**src/rtl/doppler_spi_pkg.sv**
```systemverilog
// Shared constants and state encoding for the samd51 <-> ice40 config SPI link.
package doppler_spi_pkg;

    localparam int unsigned SPI_WIDTH     = 16;
    localparam logic [SPI_WIDTH-1:0] SPI_IDLE_WORD = 16'hFFFF;
    localparam int unsigned SYNC_STAGES   = 2;

    typedef enum logic [1:0] {
        IDLE  = 2'd0,
        SHIFT = 2'd1,
        DONE  = 2'd2
    } spi_state_e;

endpackage

```
**src/rtl/spi_tx_slave_sync_edge.sv**
```systemverilog
// Multi-stage synchroniser for an asynchronous SPI pin with registered rise/fall pulses.
module sync_edge
    import doppler_spi_pkg::*;
#(
    parameter logic RST_VAL = 1'b0
) (
    input  logic clk,
    input  logic rst,
    input  logic din,
    output logic rise,
    output logic fall
);

    logic [SYNC_STAGES-1:0] sync_q, sync_d;
    logic                   prev_q, prev_d;
    logic                   rise_q, rise_d;
    logic                   fall_q, fall_d;

    always_comb begin
        sync_d = {sync_q[SYNC_STAGES-2:0], din};
        prev_d = sync_q[SYNC_STAGES-1];
        rise_d = sync_q[SYNC_STAGES-1] & ~prev_q;
        fall_d = ~sync_q[SYNC_STAGES-1] & prev_q;
    end

    always_ff @(posedge clk) begin
        if (rst) begin
            sync_q <= {SYNC_STAGES{RST_VAL}};
            prev_q <= RST_VAL;
            rise_q <= 1'b0;
            fall_q <= 1'b0;
        end else begin
            sync_q <= sync_d;
            prev_q <= prev_d;
            rise_q <= rise_d;
            fall_q <= fall_d;
        end
    end

    assign rise = rise_q;
    assign fall = fall_q;

endmodule

```
**src/rtl/spi_tx_slave.sv**
```systemverilog
// SPI mode 0 transmit responder: one-entry holding register feeding an MSB-first shifter.
// Define SPI_TX_PARITY_EN to append an odd-parity bit after the payload LSB.
module spi_tx_slave
    import doppler_spi_pkg::*;
#(
    parameter int unsigned      WIDTH     = SPI_WIDTH,
    parameter logic [WIDTH-1:0] IDLE_WORD = WIDTH'(SPI_IDLE_WORD)
) (
    input  logic             clk,
    input  logic             rst,
    input  logic             cfg_cs,
    input  logic             cfg_sck,
    output logic             cfg_so,
    input  logic [WIDTH-1:0] tx_data,
    input  logic             tx_valid,
    output logic             tx_ready,
    output logic             busy,
    output logic             done,
    output logic             abort,
    output logic             underrun
);

`ifdef SPI_TX_PARITY_EN
    localparam int unsigned FRAME = WIDTH + 1;
`else
    localparam int unsigned FRAME = WIDTH;
`endif
    localparam int unsigned CNT_W = $clog2(FRAME + 1);

    function automatic logic [FRAME-1:0] frame_of(input logic [WIDTH-1:0] w);
`ifdef SPI_TX_PARITY_EN
        return {w, ~^w};
`else
        return w;
`endif
    endfunction

    logic cs_rise, cs_fall, sck_rise, sck_fall;

    sync_edge #(.RST_VAL(1'b1)) u_cs_sync (
        .clk  (clk),
        .rst  (rst),
        .din  (cfg_cs),
        .rise (cs_rise),
        .fall (cs_fall)
    );

    sync_edge #(.RST_VAL(1'b0)) u_sck_sync (
        .clk  (clk),
        .rst  (rst),
        .din  (cfg_sck),
        .rise (sck_rise),
        .fall (sck_fall)
    );

    spi_state_e       state_q, state_d;
    logic [FRAME-1:0] shift_q, shift_d;
    logic [CNT_W-1:0] cnt_q, cnt_d;
    logic [WIDTH-1:0] hold_q, hold_d;
    logic             full_q, full_d;
    logic             so_q, so_d;
    logic             busy_q, busy_d;
    logic             done_q, done_d;
    logic             abort_q, abort_d;
    logic             underrun_q, underrun_d;
    logic             accept, load_hold;

    always_comb begin
        state_d    = state_q;
        shift_d    = shift_q;
        cnt_d      = cnt_q;
        done_d     = 1'b0;
        abort_d    = 1'b0;
        underrun_d = 1'b0;
        load_hold  = 1'b0;
        accept     = tx_valid & ~full_q;

        case (state_q)
            IDLE: begin
                // Frame loads from the holding state as it was before any same-cycle accept.
                if (cs_fall) begin
                    state_d = SHIFT;
                    cnt_d   = '0;
                    if (full_q) begin
                        shift_d   = frame_of(hold_q);
                        load_hold = 1'b1;
                    end else begin
                        shift_d    = frame_of(IDLE_WORD);
                        underrun_d = 1'b1;
                    end
                end
            end
            SHIFT: begin
                if (cs_rise) begin
                    state_d = IDLE;
                    abort_d = 1'b1;
                end else begin
                    if (sck_rise) begin
                        cnt_d = cnt_q + 1'b1;
                        if (cnt_q == CNT_W'(FRAME - 1)) state_d = DONE;
                    end
                    if (sck_fall) shift_d = {shift_q[FRAME-2:0], 1'b0};
                end
            end
            DONE: begin
                if (cs_rise) begin
                    state_d = IDLE;
                    done_d  = 1'b1;
                end else if (sck_fall) begin
                    shift_d = {shift_q[FRAME-2:0], 1'b0};
                end
            end
            default: state_d = IDLE;
        endcase

        full_d = accept | (full_q & ~load_hold);
        hold_d = accept ? tx_data : hold_q;
        busy_d = (state_d != IDLE);
        so_d   = (state_d != IDLE) & shift_d[FRAME-1];
    end

    always_ff @(posedge clk) begin
        if (rst) begin
            state_q    <= IDLE;
            shift_q    <= '0;
            cnt_q      <= '0;
            hold_q     <= '0;
            full_q     <= 1'b0;
            so_q       <= 1'b0;
            busy_q     <= 1'b0;
            done_q     <= 1'b0;
            abort_q    <= 1'b0;
            underrun_q <= 1'b0;
        end else begin
            state_q    <= state_d;
            shift_q    <= shift_d;
            cnt_q      <= cnt_d;
            hold_q     <= hold_d;
            full_q     <= full_d;
            so_q       <= so_d;
            busy_q     <= busy_d;
            done_q     <= done_d;
            abort_q    <= abort_d;
            underrun_q <= underrun_d;
        end
    end

    assign cfg_so   = so_q;
    assign tx_ready = ~full_q;
    assign busy     = busy_q;
    assign done     = done_q;
    assign abort    = abort_q;
    assign underrun = underrun_q;

endmodule
```
**config.mk**
```make
export PLATFORM = sky130hd
export DESIGN_NAME = spi_tx_slave
export DESIGN_NICKNAME = d
export VERILOG_FILES = /design/src/rtl/doppler_spi_pkg.sv /design/src/rtl/spi_tx_slave_sync_edge.sv /design/src/rtl/spi_tx_slave.sv
export SDC_FILE = /design/constraint.sdc
export NUM_CORES = 1
export LEC_CHECK = 0
export BUFFER_PORTS_ARGS = -buffer_cell sky130_fd_sc_hd__buf_2
export CAP_MARGIN = 20
export CORE_MARGIN = 2
export CORE_UTILIZATION = 60
export CTS_BUF_LIST = sky130_fd_sc_hd__clkbuf_2 sky130_fd_sc_hd__clkbuf_4 sky130_fd_sc_hd__clkbuf_8
export CTS_CLUSTER_SIZE = 20
export DETAILED_ROUTE_END_ITERATION = 10
export PLACE_DENSITY = 0.82
export SLEW_MARGIN = 20
export SYNTH_ARGS = -nofsm -noshare
export SYNTH_HDL_FRONTEND = slang
export SYNTH_SLANG_ARGS = --single-unit
```
**constraint.sdc**
```tcl
create_clock -name clk -period 3.35 [get_ports clk]
set_input_delay 0.1675 -clock clk [delete_from_list [all_inputs] [get_ports clk]]
set_output_delay 0.1675 -clock clk [all_outputs]
set_load 0.05 [all_outputs]
```
## After elaboration in Yosys (flattened, before gate mapping)

Index checks and enable logic that the tools add are counted.

| operators by class | value |
|---|---|
| add/sub/neg operators | 1 |
| eq/ne operators | 8 |
| mux-type cells | 20 |
| bitwise logic cells | 18 |
| reduce and logical (&&, ||, !) cells | 10 |

Operators with widths:

| kind | count |
|---|---|
| $mux 16 | 4 |
| $pmux 16 s2 | 1 |
| $mux 5 | 3 |
| $mux 2 | 5 |
| $not 1->1 | 10 |
| $pmux 5 s2 | 1 |
| $reduce_and 4->1 | 2 |
| $and 1x1->1 | 7 |
| $ne 2x1->1 const B | 3 |
| $pmux 2 s3 | 1 |
| $reduce_bool 2->1 | 3 |
| $reduce_or 2->1 | 3 |
| $add 5x1->5 const B | 1 |
| $eq 5x4->1 const B | 1 |
| $mux 1 | 5 |
| $ne 2x2->1 const B | 2 |
| $reduce_or 3->1 | 1 |
| $eq 2x1->1 const B | 1 |
| $eq 2x2->1 const B | 1 |
| $logic_not 2->1 | 1 |
| $or 1x1->1 | 1 |

| word-level totals | value |
|---|---|
| register bits after elaboration | 55 |
| input port bits | 21 |
| output and inout port bits | 6 |
| logic and storage cells | 76 |

## Longest topological paths before layout

Gate-level depths: netlist (run 1).

| depth | value |
|---|---|
| depth after elaboration | 7 |
| depth in mapped cells | 7 |
| depth with buffers taken out | 6 |

## Cells and area by module

From an unflattened synthesis (run 1), not the netlist that was laid out.

| unflattened totals | value |
|---|---|
| cell total of the unflattened synthesis | 240 |
| area, all modules | 2298.5 µm² |

Modules (own cells, without submodules):

| module | times used | cells each | area each (µm²) | seq. area each (µm²) |
|---|---|---|---|---|
| spi_tx_slave | 1 | 220 | 2030.7 | 900.9 |
| sync_edge | 2 | 10 | 133.9 | 100.1 |

## Worst setup path after synthesis (run 1)

Ideal clock, no wire load.

| timing path | value |
|---|---|
| kind | register to register |
| from | register state_q[0] |
| to | register shift_q[10] |
| arrival | 1.554 ns |
| slack | 1.679 ns |
| cell stages (with the launch flop) | 8 |
| path through | dfxtp_1 > inv_1 > ha_1 > nor2_1 > a211oi_4 > nor2_2 > buf_6 > o2bb2ai_2 |

| on the way | value |
|---|---|
| cells in the longest elaborated chain, start to end | 4 |

Ends and longest elaborated chain:

| item | line | RTL |
|---|---|---|
| from (decl) | spi_tx_slave.sv:56 | `spi_state_e state_q, state_d;` |
| from (signal assigned) | spi_tx_slave.sv:135 | `state_q <= state_d;` |
| $eq 2x2->1 / $eq 2x1->1 (equally long branches) | spi_tx_slave.sv:78 | `case (state_q)` |
| $reduce_or 2->1 (no line) | - |  |
| $ne 2x1->1 (no line), or another cell as far along | - |  |
| $reduce_and 4->1 (no line) | - |  |
| to (signal assigned) | spi_tx_slave.sv:136 | `shift_q <= shift_d;` |
| to (decl) | spi_tx_slave.sv:57 | `logic [FRAME-1:0] shift_q, shift_d;` |

Several ways; a longest one is shown, not always the timed one.
A chain may end at the register's enable or synchronous reset.

## Worst setup path after layout (run 1)

| timing path | value |
|---|---|
| from | register state_q[0] |
| to | register shift_q[7] |

The elaborated chain is that of the path after synthesis.

==> flow_summary.yaml, run 1 <==
placement:
  io_buffer_count: 26
  postPlaceCellArea_sq_um: 2430
  gp_routability_congestion: 0.807
  place_inst: 314
  place_hpwl_mm: 2.76
pwr:
  intPower_mw: 0.864
  leakagePower_nw: 0.988
  ir_drop_mv: 0.359
  combPwrFrac_pct: 8.4
  powerDensity_nw_per_um2: 462
  switchingPower_mw: 0.306
  p_sw_share_pct: 26.2
  pwr-share-clk_pct: 32.7
  seqPwrFrac_pct: 58.9
cts:
  path_clk_slew_ps: 100
  cts_buffers: 5
  cts_resized: 0
  cts_setup_buffers: 0
  root_buffer: "clkbuf_8"
  hold_buffers: 0
  cts_tree: "done"
  htreeDepth: 2
  clk_latency_ps: 310
  cts_buffer_depth: 2
  cts.sinks: 55
grt:
  grt_overflow: 0
  grt_pass1_wl_mm: 7.00
  antenna_found_initial: 0
  grt_pass1_vias: 1516
  grt_max_degree: 36
  grtUsageTotal_pct: 20.9
synth:
  synth_top_family_by_area: "compound AO/OA/AOI/OAI gates"
  synth_area_sq_um: 2320
  netlist_top_cells_area: "dfxtp_1 47%, a21oi_1 11%, o2bb2ai_2 6.5%"
  synth_top_flop_cell: "dfxtp_1"
  synth-compound-area-share_pct: 23.3
  synth_cell_type_count: 40
  synth_enable_flop_cells: 0
  synth_nets: 282
  seq_area_frac_synth_pct: 47.4
  synth-simple-area-share_pct: 17.0
  yosys.area.top_type: "dfxtp_1"
  synth_seq_cells: 55
  synth_xor_area_share_pct: 0.754
  yosysTopAreaCellShare_pct: 47.4
  synthArstFlopShare_pct: 0
  yosys.area_share.adder_pct: 3.23
  yosysWarnings: 0
  synthesis.instances: 255
  syn_avg_cell_area_sq_um: 9.11
  synthMuxAreaShare_pct: 1.72
setup_path:
  start_kind: "register"
  crit_arrival_ps: 2310
  cp.required_ps: 3600
  cp_max_fo: 14
  rrSetupSlack_ps: 1300
  endpoint_kind: "register"
  crit_type: "reg -> reg"
detailed_routing:
  wl_per_cell_microns: 12.7
  drt_wl_total_mm: 4.10
  firstDrtPassIters: 4
  drtIter0Drc: 133
  antenna_left: 0
  drc: 0
  via_count: 1711
  via_per_inst: 5.31
finish:
  multi_input_area_sq_um: 1070
  syn_to_final_growth_pct: 9.00
  final_area_sq_um: 2530
  num_antenna_cells: 0
  fin_cells: 322
  fin_util_pct: 68.6
  fillers: 314
  nets: 300
  seq_area_sq_um: 1100
  drive_gt1_share_pct: 21.5
sta:
  slew_headroom_pct: 48.2
  finalHoldViolations: 0
  fin_crit_sh_pct: 61.3
  worst_pin_slew_ps: 777
  slew_viol_final: 0
  rsz0062_at_grt: "false"
  fin_hold_ws_ps: 30.8
  tns_ps: 0
  setup_viol: 0
  period_minus_slack_ps: 2050
  fmax_mhz: 487
  finClkSkew_ps: 5.75
min_path:
  hold_class: "in -> reg"
floorplan:
  dieArea_sq_um: 4380
  fp.dieW_microns: 66.2
  io_pins: 27
  start_util_pct: 63.0
  core_region_area_sq_um: 3690
  die_h_microns: 66.2
  num_rows: 22
job:
  maxCapViolCount: 0
outcome:
  outcome: "completed"
==> stage by stage <==
step                      worst slack (ps)  total power, mW
after floorplan                       1680            0.778
after global placement                1390            0.799
after detailed placement              1320            0.802
after CTS                             1290             1.18
after global routing                  1110             1.22
final                                 1300             1.17
==> cell type report <==
class / count / share of cell area [%]
clock buffer: 5 / 2.72
multi-input combinational: 165 / 42.3
inverter: 20 / 2.97
timing repair buffer: 26 / 5.14
tap: 48 / 2.37
sequential: 55 / 43.5
clock inverter: 3 / 1.04
==> placed cells by master (no fill, tap or decap), types with 2 or more instances in the layout <==
| cell type | count |
|---|---|
| inv_1 | 20 |
| ha_1 | 6 |
| buf_2 | 26 |
| or2_2 | 3 |
| o2bb2ai_2 | 10 |
| nor3_1 | 2 |
| nor2b_1 | 7 |
| and3b_2 | 3 |
| nor2_1 | 12 |
| mux2i_1 | 4 |
| a211oi_1 | 3 |
| nand2_1 | 35 |
| nor3b_1 | 2 |
| a21oi_1 | 49 |
| inv_6 | 2 |
| o2bb2ai_1 | 5 |
| dfxtp_1 | 55 |
| xnor2_1 | 2 |
| o21ai_0 | 2 |
| clkbuf_8 | 5 |
| and3_1 | 2 |
==> registers in the layout, indices dropped and copies added (netlist names), 2 cells and up <==
| name | cells |
|---|---|
| u_sck_sync.sync_q | 2 |
| state_q | 2 |
| hold_q | 16 |
| u_cs_sync.sync_q | 2 |
| shift_q | 16 |
| cnt_q | 5 |
==> cells by family (layout without fill, tap and decap cells) <==
logic type      count (synthesis)  count (layout)
buf+inv                        35              54
simple gates                   77              77
compound gates                 76              76
flops                          55              55
mux                             4               4
xor+xnor                        2               2
fa+ha+maj                       6               6
==> worst paths after layout <==
path	startpoint	to	cells past startpoint
hold reg to reg	u_cs_sync.sync_q[0]$_SDFF_PP1_	u_cs_sync.sync_q[1]$_SDFF_PP1_	1
setup / recovery	state_q[0]$_SDFF_PP0_	shift_q[7]$_SDFFE_PP0P_	6
hold / removal	cfg_cs	u_cs_sync.sync_q[0]$_SDFF_PP1_	2
setup reg to reg	state_q[0]$_SDFF_PP0_	shift_q[7]$_SDFFE_PP0P_	6
==> Yosys cell counts (2+ instances only) <==
master	count
o2bb2ai_1	5
nand2_1	35
nor2_1	12
or2_2	3
nor3_1	2
mux2i_1	4
nor2b_1	8
and3_1	2
xnor2_1	2
and3b_2	3
clkbuf_1	6
ha_1	6
inv_1	20
o21ai_0	2
a211oi_1	3
buf_2	5
buf_6	2
nor3b_1	2
o2bb2ai_2	10
a21oi_1	49
dfxtp_1	55
==> power by group through the flow <==
stage / clock network, mW / logic (mW) / registers (mW)
after detailed placement: 0 / 0.0978 / 0.704
after floorplan: 0 / 0.0798 / 0.699
after global placement: 0 / 0.0961 / 0.703
final: 0.382 / 0.0987 / 0.689
after CTS: 0.393 / 0.0984 / 0.689
after global routing: 0.421 / 0.110 / 0.692
==> critical path: stages, from the launching register on <==
cell	delay, ps
dfxtp_1	420
inv_1	110
ha_1	370
nor2_1	210
a211oi_4	90
nor2_2	610
o2bb2ai_1	180
==> metal layers <==
| metal | wire length, microns | vias up | track usage [%] |
|---|---|---|---|
| met5 | 0 | - | 0 |
| met2 | 1740 | 41 | 30.1 |
| met3 | 182 | 6 | 5.62 |
| li1 | - | 892 | - |
| met4 | 54 | 0 | 6.12 |
| met1 | 2130 | 772 | 30.4 |
Power figures use the tool's default switching activity.
==> run 2: changes to the inputs <==
ABC_AREA = 1   (was unset)
clock period = 2.1 ns   (was 3.35 ns; I/O delays follow)
==> run 2 against run 1 <==
Sequential share of layout area decreased by 2.2 points. Synthesized cell count increased by 31%. Combinational power increased by 91%. First-iteration DRC count increased by 54%. Synthesized area increased by 2.9%. Worst hold slack improved by 39 ps. Register-to-register slack got worse by 920 ps. Critical path depth increased by 4. Wire length increased by 15%. Die area increased by 2.7%. Setup slack got worse by 920 ps.
==> flow_summary.yaml, run 2 <==
finish:
  final_common_cell: "nand2_1"
  final_cell_mix: "91 x nand2_1, 55 x dfxtp_1, 40 x a21oi_1, 38 x inv_1, 26 x buf_2"
  syn_to_final_growth_pct: 11.5
  drive_gt1_share_pct: 12.9
  nets: 383
  fillers: 330
  num_antenna_cells: 0
  top_regs: "hold_q x16, shift_q x16, cnt_q x5"
placement:
  gp_routability_congestion: 0.842
  place_ws_ps: 429
  place_hpwl_mm: 3.23
  io_buffer_count: 26
cts:
  htreeDepth: 2
  cts_buffer_depth: 2
  cts_buffers: 5
  cts.sinks: 55
  cts_tree: "done"
  clk_latency_ps: 310
  root_buffer: "clkbuf_8"
  cts_resized: 0
  path_clk_slew_ps: 100
sta:
  slew_viol_final: 0
  worst_pin_slew_ps: 596
  tns_ps: 0
  setup_viol: 0
  timing.final.ws_setup_ps: 373
  fmax_mhz: 579
  slew_headroom_pct: 60.3
  finClkSkew_ps: 5.39
  finalHoldViolations: 0
  fin_crit_sh_pct: 82.2
  rsz0062_at_grt: "false"
  period_minus_slack_ps: 1730
setup_path:
  crit_arrival_ps: 1980
  cpMostUsedCell: "nand2_1"
  crit_buf_inv: 2
  crit_chain: "inv_1 -> ha_1 -> nand2_1 -> inv_2 -> nand2_1 -> nand2_1 -> nand2_1 -> nand2_1 -> nand2_1 -> nor2_1"
  critPathMaxStageDelay_ps: 360
  crit_family: "simple AND/OR/NAND/NOR gates"
  critPathSlowestCell: "dfxtp_1"
  crit_type: "reg -> reg"
  cp.required_ps: 2350
  endpoint_kind: "register"
  start_kind: "register"
  cp_max_fo: 16
detailed_routing:
  via_count: 2105
  wl_per_cell_microns: 11.7
  firstDrtPassIters: 5
  drtIter0Drc: 205
  antenna_left: 0
  via_per_inst: 5.20
  drt_wl_total_mm: 4.73
  drc: 0
floorplan:
  start_util_pct: 63.8
  dieArea_sq_um: 4500
  die_h_microns: 67.1
  num_rows: 22
  fp.dieW_microns: 67.1
  io_pins: 27
  core_region_area_sq_um: 3740
job:
  maxCapViolCount: 0
pwr:
  ir_drop_mv: 0.598
  leakagePower_nw: 1.16
  powerDensity_nw_per_um2: 754
synth:
  synth_most_common_cell: "nand2_1"
  synth_top_family_by_area: "simple AND/OR/NAND/NOR gates"
  synth_seq_cells: 55
  synthesis.instances: 334
  yosysWarnings: 0
  yosysTopAreaCellShare_pct: 46.1
  synth_top_flop_cell: "dfxtp_1"
  synth-compound-area-share_pct: 13.6
  synth-simple-area-share_pct: 26.9
  netlist_top_cells_area: "dfxtp_1 46%, nand2_1 14%, a21oi_1 8.4%"
  synth_nets: 361
  synth_cell_type_count: 19
  synthArstFlopShare_pct: 0
  synth_enable_flop_cells: 0
  seq_area_frac_synth_pct: 46.1
  yosys.area.top_type: "dfxtp_1"
  synth_xor_area_share_pct: 0
  syn_avg_cell_area_sq_um: 7.16
  synth_area_sq_um: 2390
  synthMuxAreaShare_pct: 0
  synthTopCellsByCount: "91 x nand2_1, 55 x dfxtp_1, 40 x a21oi_1"
  yosys.area_share.adder_pct: 3.14
grt:
  grtUsageTotal_pct: 23.5
  antenna_found_initial: 0
  grt_max_degree: 35
  grt_overflow: 0
  grt_pass1_vias: 1901
  grt_pass1_wl_mm: 8.09
min_path:
  hold_class: "in -> reg"
outcome:
  outcome: "completed"
[run 2: per-layer routing]
metal,vias to the layer above,track usage [%],wire length [microns],share of wire (%)
met3,4,5.24,294,6.2
met2,68,37.9,2100,44
li1,1111,-,-,-
met5,-,0,0,0
met4,0,6.63,40,0.85
met1,922,31.7,2300,49
[run 2: cells by family (layout without fill, tap and decap cells)]
kind of cell | count (synthesis) | count (layout)
DFF | 55 | 55
AOI/OAI and AO/OA | 64 | 64
adders and majority gates | 6 | 6
buffers and inverters | 59 | 82
and+or+nand+nor | 150 | 150
[run 2: final timing paths]
path | depth (start not counted) | end | slack [ps] | startpoint
worst min register to register | 2 | u_sck_sync.sync_q[1]$_SDFF_PP0_ | 410 | u_sck_sync.sync_q[0]$_SDFF_PP0_
worst min-delay path | 3 | hold_q[9]$_SDFFE_PP0P_ | 70 | tx_data[9]
worst max register to register | 10 | cfg_so$_SDFF_PP0_ | 370 | state_q[1]$_SDFF_PP0_
worst max-delay path | 10 | cfg_so$_SDFF_PP0_ | 370 | state_q[1]$_SDFF_PP0_
[run 2: repair_timing]
item                                    4_1_cts  5_1_grt
hold endpoints to repair                      2        0
hold buffers                                  2        0
buffers inserted                              0        0
endpoints found under the setup margin        0        0
[run 2: stage by stage]
stage	hold WS (ps)	area, sq um	instances	utilization (%)	power (mW)
floorplan	209	2390	334	-	1.26
detailed placement	295	2520	395	67.4	1.31
finish	69.5	2660	405	71.2	2.01
global route	60.4	2660	405	71.2	2.10
global placement	291	2520	395	67.4	1.30
CTS	67.0	2660	405	71.2	2.02
[run 2: layout make-up]
type / count / area, sq um / area share, %
multi-input combinational: 220 / 1040 / 39.1
inverter: 41 / 154 / 5.78
clock inverter: 3 / 50.0 / 1.88
clock buffer: 5 / 68.8 / 2.58
tap: 48 / 60.1 / 2.25
sequential: 55 / 1100 / 41.3
timing repair buffer: 33 / 188 / 7.05
[run 2: where the power goes]
group	internal [mW]	total [mW]	switching (mW)	leakage, nW
Combinational	0.0650	0.189	0.124	0.647
Clock	0.368	0.721	0.353	0.0607
Sequential	1.08	1.10	0.0164	0.449
Total	1.52	2.01	0.494	1.16
[run 2: worst reg2reg max path: stages (launching register included)]
cell     delay (ps)
dfxtp_1         360
inv_1           110
ha_1            270
nand2_1         190
inv_2           260
nand2_1          90
nand2_1          80
nand2_1          40
nand2_1          80
nand2_1          70
nor2_1          130
